`config.mk`:
```
export PLATFORM = sky130hd
export DESIGN_NAME = hazard_ctrl
export DESIGN_NICKNAME = d
export VERILOG_FILES = /design/src/rtl/hazard_ctrl.sv
export SDC_FILE = /design/constraint.sdc
export NUM_CORES = 1
export LEC_CHECK = 0
export BUFFER_PORTS_ARGS = -buffer_cell sky130_fd_sc_hd__clkbuf_2
export CELL_PAD_IN_SITES_DETAIL_PLACEMENT = 1
export CELL_PAD_IN_SITES_GLOBAL_PLACEMENT = 2
export CORE_ASPECT_RATIO = 1.2
export CORE_UTILIZATION = 28
export CTS_CLUSTER_SIZE = 24
export DETAILED_ROUTE_END_ITERATION = 10
export PLACE_DENSITY = 0.75
export SYNTH_ARGS = -nofsm -noshare
export SYNTH_HDL_FRONTEND = slang
export SYNTH_SLANG_ARGS = --single-unit
```
`constraint.sdc`:
```
create_clock -name clk -period 1.9 [get_ports clk]
set_input_delay 0.095 -clock clk [delete_from_list [all_inputs] [get_ports clk]]
set_output_delay 0.095 -clock clk [all_outputs]
set_load 0.02 [all_outputs]
```
`src/rtl/hazard_ctrl.sv`:
```
// Hazard controller beside decode: owns stall, bubble, flush and halt decisions
// for fetch/decode using a shadow scoreboard of the EX and MEM stages.
module hazard_ctrl #(
    parameter int DRAIN_CYCLES = 3
) (
    input  logic       clk,
    input  logic       rst,
    input  logic       valid_D,
    input  logic [3:0] rr1_reg_D,
    input  logic [3:0] rr2_reg_D,
    input  logic       uses_rr1_D,
    input  logic       uses_rr2_D,
    input  logic [3:0] wr_reg_D,
    input  logic       RegWrite_D,
    input  logic       MemRead_D,
    input  logic       Flag_Enable_D,
    input  logic       BranchMux_D,
    input  logic       BranchRegMux_D,
    input  logic       branch_taken_D,
    input  logic       HaltMux_D,
    output logic       stall,
    output logic       bubble_DX,
    output logic       flush,
    output logic       halt,
    output logic       halted,
    output logic [1:0] state
);

    localparam logic [1:0] ST_RUN    = 2'b00;
    localparam logic [1:0] ST_DRAIN  = 2'b01;
    localparam logic [1:0] ST_HALTED = 2'b10;

    localparam int CNT_W = (DRAIN_CYCLES > 1) ? $clog2(DRAIN_CYCLES) : 1;
    localparam logic [CNT_W-1:0] CNT_LOAD = CNT_W'(DRAIN_CYCLES - 1);
    localparam logic [CNT_W-1:0] CNT_ZERO = {CNT_W{1'b0}};
    localparam logic [CNT_W-1:0] CNT_ONE  = CNT_W'(1);

    logic             ex_valid_r;
    logic [3:0]       ex_wr_r;
    logic             ex_reg_write_r;
    logic             ex_mem_read_r;
    logic             ex_flag_r;
    logic             mem_valid_r;
    logic [3:0]       mem_wr_r;
    logic             mem_reg_write_r;
    logic [1:0]       state_r;
    logic [CNT_W-1:0] cnt_r;

    logic run_s;
    logic is_branch_s;
    logic load_use_s;
    logic flag_haz_s;
    logic br_haz_s;
    logic stall_s;
    logic issue_s;
    logic halt_go_s;

    // R0 is hardwired zero, so a write to it never creates a dependency.
    function automatic logic sb_match(input logic v, input logic rw,
                                      input logic [3:0] wr, input logic [3:0] r);
        sb_match = v & rw & (wr == r) & (r != 4'd0);
    endfunction

    // Hazard detection from decode fields against the shadow scoreboard.
    always_comb begin
        run_s       = (state_r == ST_RUN);
        is_branch_s = BranchMux_D | BranchRegMux_D;
        load_use_s  = ex_mem_read_r &
                      ((uses_rr1_D & sb_match(ex_valid_r, ex_reg_write_r, ex_wr_r, rr1_reg_D)) |
                       (uses_rr2_D & sb_match(ex_valid_r, ex_reg_write_r, ex_wr_r, rr2_reg_D)));
        flag_haz_s  = is_branch_s & ex_valid_r & ex_flag_r;
        // BR reads its target in D; WB is covered by write-before-read.
        br_haz_s    = BranchRegMux_D &
                      (sb_match(ex_valid_r, ex_reg_write_r, ex_wr_r, rr1_reg_D) |
                       sb_match(mem_valid_r, mem_reg_write_r, mem_wr_r, rr1_reg_D));
        stall_s     = valid_D & run_s & (load_use_s | flag_haz_s | br_haz_s);
        issue_s     = valid_D & run_s & ~stall_s;
        halt_go_s   = issue_s & HaltMux_D;
    end

    assign stall     = ~rst & stall_s;
    assign bubble_DX = ~rst & stall_s;
    assign flush     = ~rst & issue_s & is_branch_s & branch_taken_D;
    assign halt      = ~rst & (halt_go_s | ~run_s);
    assign halted    = ~rst & (state_r == ST_HALTED);
    assign state     = rst ? ST_RUN : state_r;

    // Shadow scoreboard: MEM follows EX, EX takes the issuing D instruction or a bubble.
    always_ff @(posedge clk) begin
        if (rst) begin
            ex_valid_r      <= 1'b0;
            ex_wr_r         <= 4'd0;
            ex_reg_write_r  <= 1'b0;
            ex_mem_read_r   <= 1'b0;
            ex_flag_r       <= 1'b0;
            mem_valid_r     <= 1'b0;
            mem_wr_r        <= 4'd0;
            mem_reg_write_r <= 1'b0;
        end else begin
            mem_valid_r     <= ex_valid_r;
            mem_wr_r        <= ex_wr_r;
            mem_reg_write_r <= ex_reg_write_r;
            if (issue_s) begin
                ex_valid_r     <= 1'b1;
                ex_wr_r        <= wr_reg_D;
                ex_reg_write_r <= RegWrite_D;
                ex_mem_read_r  <= MemRead_D;
                ex_flag_r      <= Flag_Enable_D;
            end else begin
                ex_valid_r     <= 1'b0;
                ex_wr_r        <= 4'd0;
                ex_reg_write_r <= 1'b0;
                ex_mem_read_r  <= 1'b0;
                ex_flag_r      <= 1'b0;
            end
        end
    end

    // Halt sequencing: RUN until HLT issues, count out the drain, then park.
    always_ff @(posedge clk) begin
        if (rst) begin
            state_r <= ST_RUN;
            cnt_r   <= CNT_ZERO;
        end else begin
            case (state_r)
                ST_RUN: begin
                    if (halt_go_s) begin
                        state_r <= ST_DRAIN;
                        cnt_r   <= CNT_LOAD;
                    end
                end
                ST_DRAIN: begin
                    if (cnt_r == CNT_ZERO) begin
                        state_r <= ST_HALTED;
                    end else begin
                        cnt_r <= cnt_r - CNT_ONE;
                    end
                end
                ST_HALTED: begin
                    state_r <= ST_HALTED;
                end
                default: begin
                    state_r <= ST_RUN;
                    cnt_r   <= CNT_ZERO;
                end
            endcase
        end
    end

endmodule

```
**Word-level counts from Yosys, hierarchy flattened**

Index checks and enable logic that the tools add are counted.

- Flip-flop bits (word level): 18
- Bits of input ports: 24

- Add/subtract/negate cells: 1
- Eq/ne operators: 8
- Multiplexer cells: 8
- Bitwise gates (word level): 35
- Reduce and logical (&&, ||, !) cells: 7

Operator list:

| operator | count |
|---|---|
| $and A1 B1 Y1 | 24 |
| $eq A4 B4 Y1 | 3 |
| $pmux W2 S3 | 2 |
| $mux W2 | 5 |
| $reduce_bool A4 Y1 | 2 |
| $or A1 B1 Y1 | 6 |
| $not A1 Y1 | 5 |
| $logic_not A2 Y1 | 2 |
| $ne A2 B2 Y1 const B | 2 |
| $reduce_and A3 Y1 | 1 |
| $eq A2 B1 Y1 const B | 1 |
| $eq A2 B2 Y1 const B | 1 |
| $ne A2 B1 Y1 const B | 1 |
| $reduce_and A2 Y1 | 1 |
| $reduce_or A2 Y1 | 1 |
| $sub A2 B1 Y2 const B | 1 |
| $mux W1 | 1 |

**Longest topological paths before layout**

- Word-level depth: 14
- Gate-level depth with buffers: 7
- Depth with buffers taken out: 7

**Worst setup path after synthesis**

No wires, ideal clock.

- Path type: register to output
- From: register ex_wr_r[3]
- To: output stall
- Arrival: 1,642 ps
- Slack: 163 ps
- Cell stages (with the launch flop): 6
- Buffers on the path: 1
- Cells stage by stage: dfxtp_1 xor2_1 nor3_1 a32oi_4 a31oi_1 buf_4

- Cells in the longest elaborated chain, start to end: 10
- Elaborated cells on any way between the ends: 16
- Classes of those cells: eq/ne (2); bitwise (14)

Ends and longest elaborated chain:

| item | RTL line | source |
|---|---|---|
| from (decl) | 39 | `logic [3:0] ex_wr_r;` |
| from (signal assigned) | 105 | `ex_wr_r <= wr_reg_D;` |
| $eq A4 B4 Y1 | 61 | `sb_match = v & rw & (wr == r) & (r != 4'd0);` |
| $and A1 B1 Y1 (2 in a row) | 61 |  |
| $and A1 B1 Y1, on equally long branches | 69, 70 |  |
| $or A1 B1 Y1 | 69 | `((uses_rr1_D & sb_match(ex_valid_r, ex_reg_write_r, ex_wr_r, rr1_reg_D)) \|` |
| $and A1 B1 Y1 | 68 | `load_use_s = ex_mem_read_r &` |
| $or A1 B1 Y1 | 76 | `stall_s = valid_D & run_s & (load_use_s \| flag_haz_s \| br_haz_s);` |
| $or A1 B1 Y1 (*) | 76 |  |
| $and A1 B1 Y1 (*) | 76 |  |
| $and A1 B1 Y1 (*) | -- |  |
| to (decl) | 21 | `output logic stall,` |

Every way passes the cells marked *; elsewhere a longest branch is shown, timed or not.

**Final worst setup path**

- From: register mem_wr_r[0]
- To: output flush

- Cells in the longest elaborated chain, start to end: 12

Ends and longest elaborated chain:

| item | RTL line | source |
|---|---|---|
| from (decl) | 44 | `logic [3:0] mem_wr_r;` |
| from (signal assigned) | 101 | `mem_wr_r <= ex_wr_r;` |
| $eq A4 B4 Y1 | 61 |  |
| $and A1 B1 Y1 (2 in a row) | 61 |  |
| $or A1 B1 Y1 | 74 | `(sb_match(ex_valid_r, ex_reg_write_r, ex_wr_r, rr1_reg_D) \|` |
| $and A1 B1 Y1 | 73 | `br_haz_s = BranchRegMux_D &` |
| $or A1 B1 Y1 | 76 |  |
| $and A1 B1 Y1 | 76 |  |
| $not A1 Y1 | 77 | `issue_s = valid_D & run_s & ~stall_s;` |
| $and A1 B1 Y1 | 77 |  |
| $and A1 B1 Y1 (3 in a row) | 83 | `assign flush = ~rst & issue_s & is_branch_s & branch_taken_D;` |
| to (decl) | 23 | `output logic flush,` |

Every way passes these cells.

==> metrics.md <==
| Metric | Value |
|---|---|
| Status | finished, final reports clean |
| CTS buffer count | 3 |
| Clock Skew | 3.78 ps |
| Startpoint Class | flop |
| Share of the synthesized area in the top cell type | 37.4% |
| Mean area per synthesized cell | 8.92 µm² |
| Slowest CP cell | nor4_4 |
| Vias in the first global route | 938 |
| TritonCTS clock tree | yes |
| Synthesized cell area | 963 µm² |
| Worst-Margin Slew | 375 ps |
| Final setup viols | 0 |
| Final hold violations | 0 |
| Max clock buf depth | 2 |
| Hold Crit Class | in2reg |
| Placer Congestion | 0.744 |
| Worst Setup SP | mem_wr_r[0] |
| Tot GR Track Use | 14.6% |
| Hpwl dp | 1.97 mm |
| Reg2reg setup slack | 240 ps |
| Post-Syn Nets | 136 |
| DRT antenna net count | 0 |
| Die ar. | 0.00368 mm² |
| Tmin final | 1890 ps |
| Synth unique cells | 31 |
| Nets | 179 |
| Critical Path End Type | output port |
| R2R Path End | ex_mem_read_r |
| Count leader, synth | dfxtp_1 |
| Worst VDD drop | 0.466 mV |
| Pins over their slew limit | 0 |
| CP max stage delay | 370 ps |
| Pwr dens | 652 mW/mm² |
| Routed wire length | 2.48 mm |
| Asr flop ratio synth | 0% |
| Arrival time of the worst setup path | 1790 ps |
| Seq/Total Area, Yosys | 37.4% |
| Ranking of synthesized cells by area | dfxtp_1, xor2_1, ha_1 |
| DR iter-0 viols | 3 |
| Total grt overflow | 0 |
| Clk sinks | 18 |
| Fillers | 372 |
| Mapped Cells | 108 |
| FP Rows | 22 |
| Initial antenna violation count | 0 |
| Main flop type after synthesis | dfxtp_1 |
| Syn. warnings | 0 |
| Routed WL per cell | 13.3 µm |
| Skew-Pair Late Insertion Delay | 290 ps |
| RSZ-0062 raised after global routing | true |
| Critical Path End | flush |
| Period utilisation layout | 99.4% |
| Pre-antenna DRT Iters | 2 |
| Critical Path, Cell by Cell | xor2_2 -> nor4_4 -> nand2_1 -> and4b_2 -> o211a_1 -> buf_6 |
| Vias per cell | 4.73 |
| Initial core utilization | 30.4% |
| Clock H-tree levels | 1 |
| Lkg Pwr | 0.000581 µW |
| Required time worst endpoint | 1800 ps |
| Clk root buf | clkbuf_4 |
| Final std cells w/o fill | 186 |
| Max Clk Rate | 529 MHz |
| Area growth syn-to-layout | 40.3% |
| Area leader, netlist | dfxtp_1 |
| DRC | 0 |
| Antenna diode instance count | 0 |
| WHS | 14.9 ps |
| Max Cap Violations | 0 |
| #FFs+latches synth | 18 |
| Reg2Reg Depth | 6 |
| Setup_tns | 0 ps |
| CTS clk-pin slew, worst paths | 100 ps |
| Post-route cell area | 0.00135 mm² |
| IO Pins | 31 |
| Placed Instance Area | 0.00115 mm² |
| Slew HR | 74.9% |
| EDFF count, synth | 0 |
| Post-synth top cells | dfxtp_1, nand2_1, nor2b_1, xor2_1 |
| Vias | 880 |
| First-pass GRT wire length | 4.13 mm |
| Placed cell count | 172 |
| Layout cells sized above 1 | 38.0% |
| Die width | 55.5 µm |
| CORE AREA | 0.00317 mm² |
| Die H | 66.3 µm |
| Crit Path Category | reg2out |
| Worst flop-to-flop path startpoint | mem_wr_r[0] |
| CP Max Fanout | 3 |
| Fin util | 42.7% |
| Largest net degree at the start of global routing | 14 |
| PortBufs | 30 |
-- power breakdown --
group | total, µW | leakage (µW) | internal [µW] | switching (µW)
Sequential | 424 | 0.000149 | 405 | 19.2
Clock | 232 | 0.0000210 | 117 | 115
Combinational | 225 | 0.000411 | 103 | 122
Total | 881 | 0.000581 | 624 | 256
-- critical path, delay by kind of cell, from the launching register on --
kind	cells	cell delay [ps]
AND/OR/NAND/NOR	3	760
flip-flops	1	340
XOR/XNOR	1	150
buffers and inverters	1	130
AO/OA/AOI/OAI	1	120
-- cells by family (layout without fill, tap and decap cells) --
group	count (synthesis)	after routing	share of synthesized area (%)
buffers and inverters	10	52	4.67
flip-flops	18	18	37.4
XOR/XNOR	9	9	8.18
adder cells (fa/ha/maj)	4	4	5.20
AND/OR/NAND/NOR	47	47	28.7
multiplexers	1	1	1.04
AO/OA/AOI/OAI	19	19	14.8
-- cell usage in the layout (no fill, tap or decap), types with 3 or more instances in the layout --
master	netlist	routed
clkbuf_2	0	29
dfxtp_1	18	13
nand2_1	8	8
nor2b_1	8	8
inv_1	7	7
and2_1	7	7
nand3_1	6	6
a21oi_1	6	6
dlygate4sd3_1	0	6
xor2_2	0	5
dfxtp_2	0	5
buf_4	2	5
nor2_1	4	4
ha_1	4	4
xor2_1	8	3
or2_1	3	3
clkbuf_4	0	3
-- routing by layer --
layer	global-route usage [%]	routed length (µm)	vias up	share of wire, %
met5	0	0	-	0
met3	4.31	92	2	3.7
met2	25.9	1250	17	51
met4	3.75	8	0	0.32
met1	17.2	1120	409	45
li1	-	-	452	-
-- through the flow --
step,worst slack [ps],total power [µW]
after CTS,3.54,891
after floorplan,163,557
final,10.9,881
after global routing,-123,939
after global placement,125,623
after detailed placement,88.6,629
-- cell type report --
cell class                 count  area (µm²)  area share (%)
multi-input combinational     80         623            46.1
inverter                       7        26.3            1.94
timing repair buffer          41         254            18.8
clock buffer                   4        36.3            2.69
tap                           36        45.0            3.33
sequential                    18         367            27.1
-- timing repair --
| item | in CTS | in global routing |
|---|---|---|
| buffers inserted | 4 | 0 |
| hold endpoints to repair | 6 | 0 |
| endpoints found under the setup margin | 3 | 4 |
| resized for setup | 15 | 5 |
| pin swaps | 6 | 2 |
| hold buffers | 6 | 0 |
-- sequential cells by signal, indices dropped and copies added, names as in the netlist --
name / flops
ex_reg_write_r: 1
ex_valid_r: 1
mem_valid_r: 1
ex_mem_read_r: 1
mem_wr_r: 4
mem_reg_write_r: 1
cnt_r: 2
state_r: 2
ex_wr_r: 4
ex_flag_r: 1
-- worst min-delay path by stage --
stage / from / end / slack, ps / cells after the start
2_1_floorplan: Flag_Enable_D / ex_flag_r / 220 / 1
6_report: wr_reg_D[1] / ex_wr_r[1] / 10 / 2
3_3_place_gp: MemRead_D / ex_mem_read_r / 290 / 2
5_1_grt: wr_reg_D[1] / ex_wr_r[1] / 10 / 2
3_5_place_dp: wr_reg_D[2] / ex_wr_r[2] / 300 / 2
4_1_cts: wr_reg_D[1] / ex_wr_r[1] / 10 / 2
(Power assumes the default switching activity.)
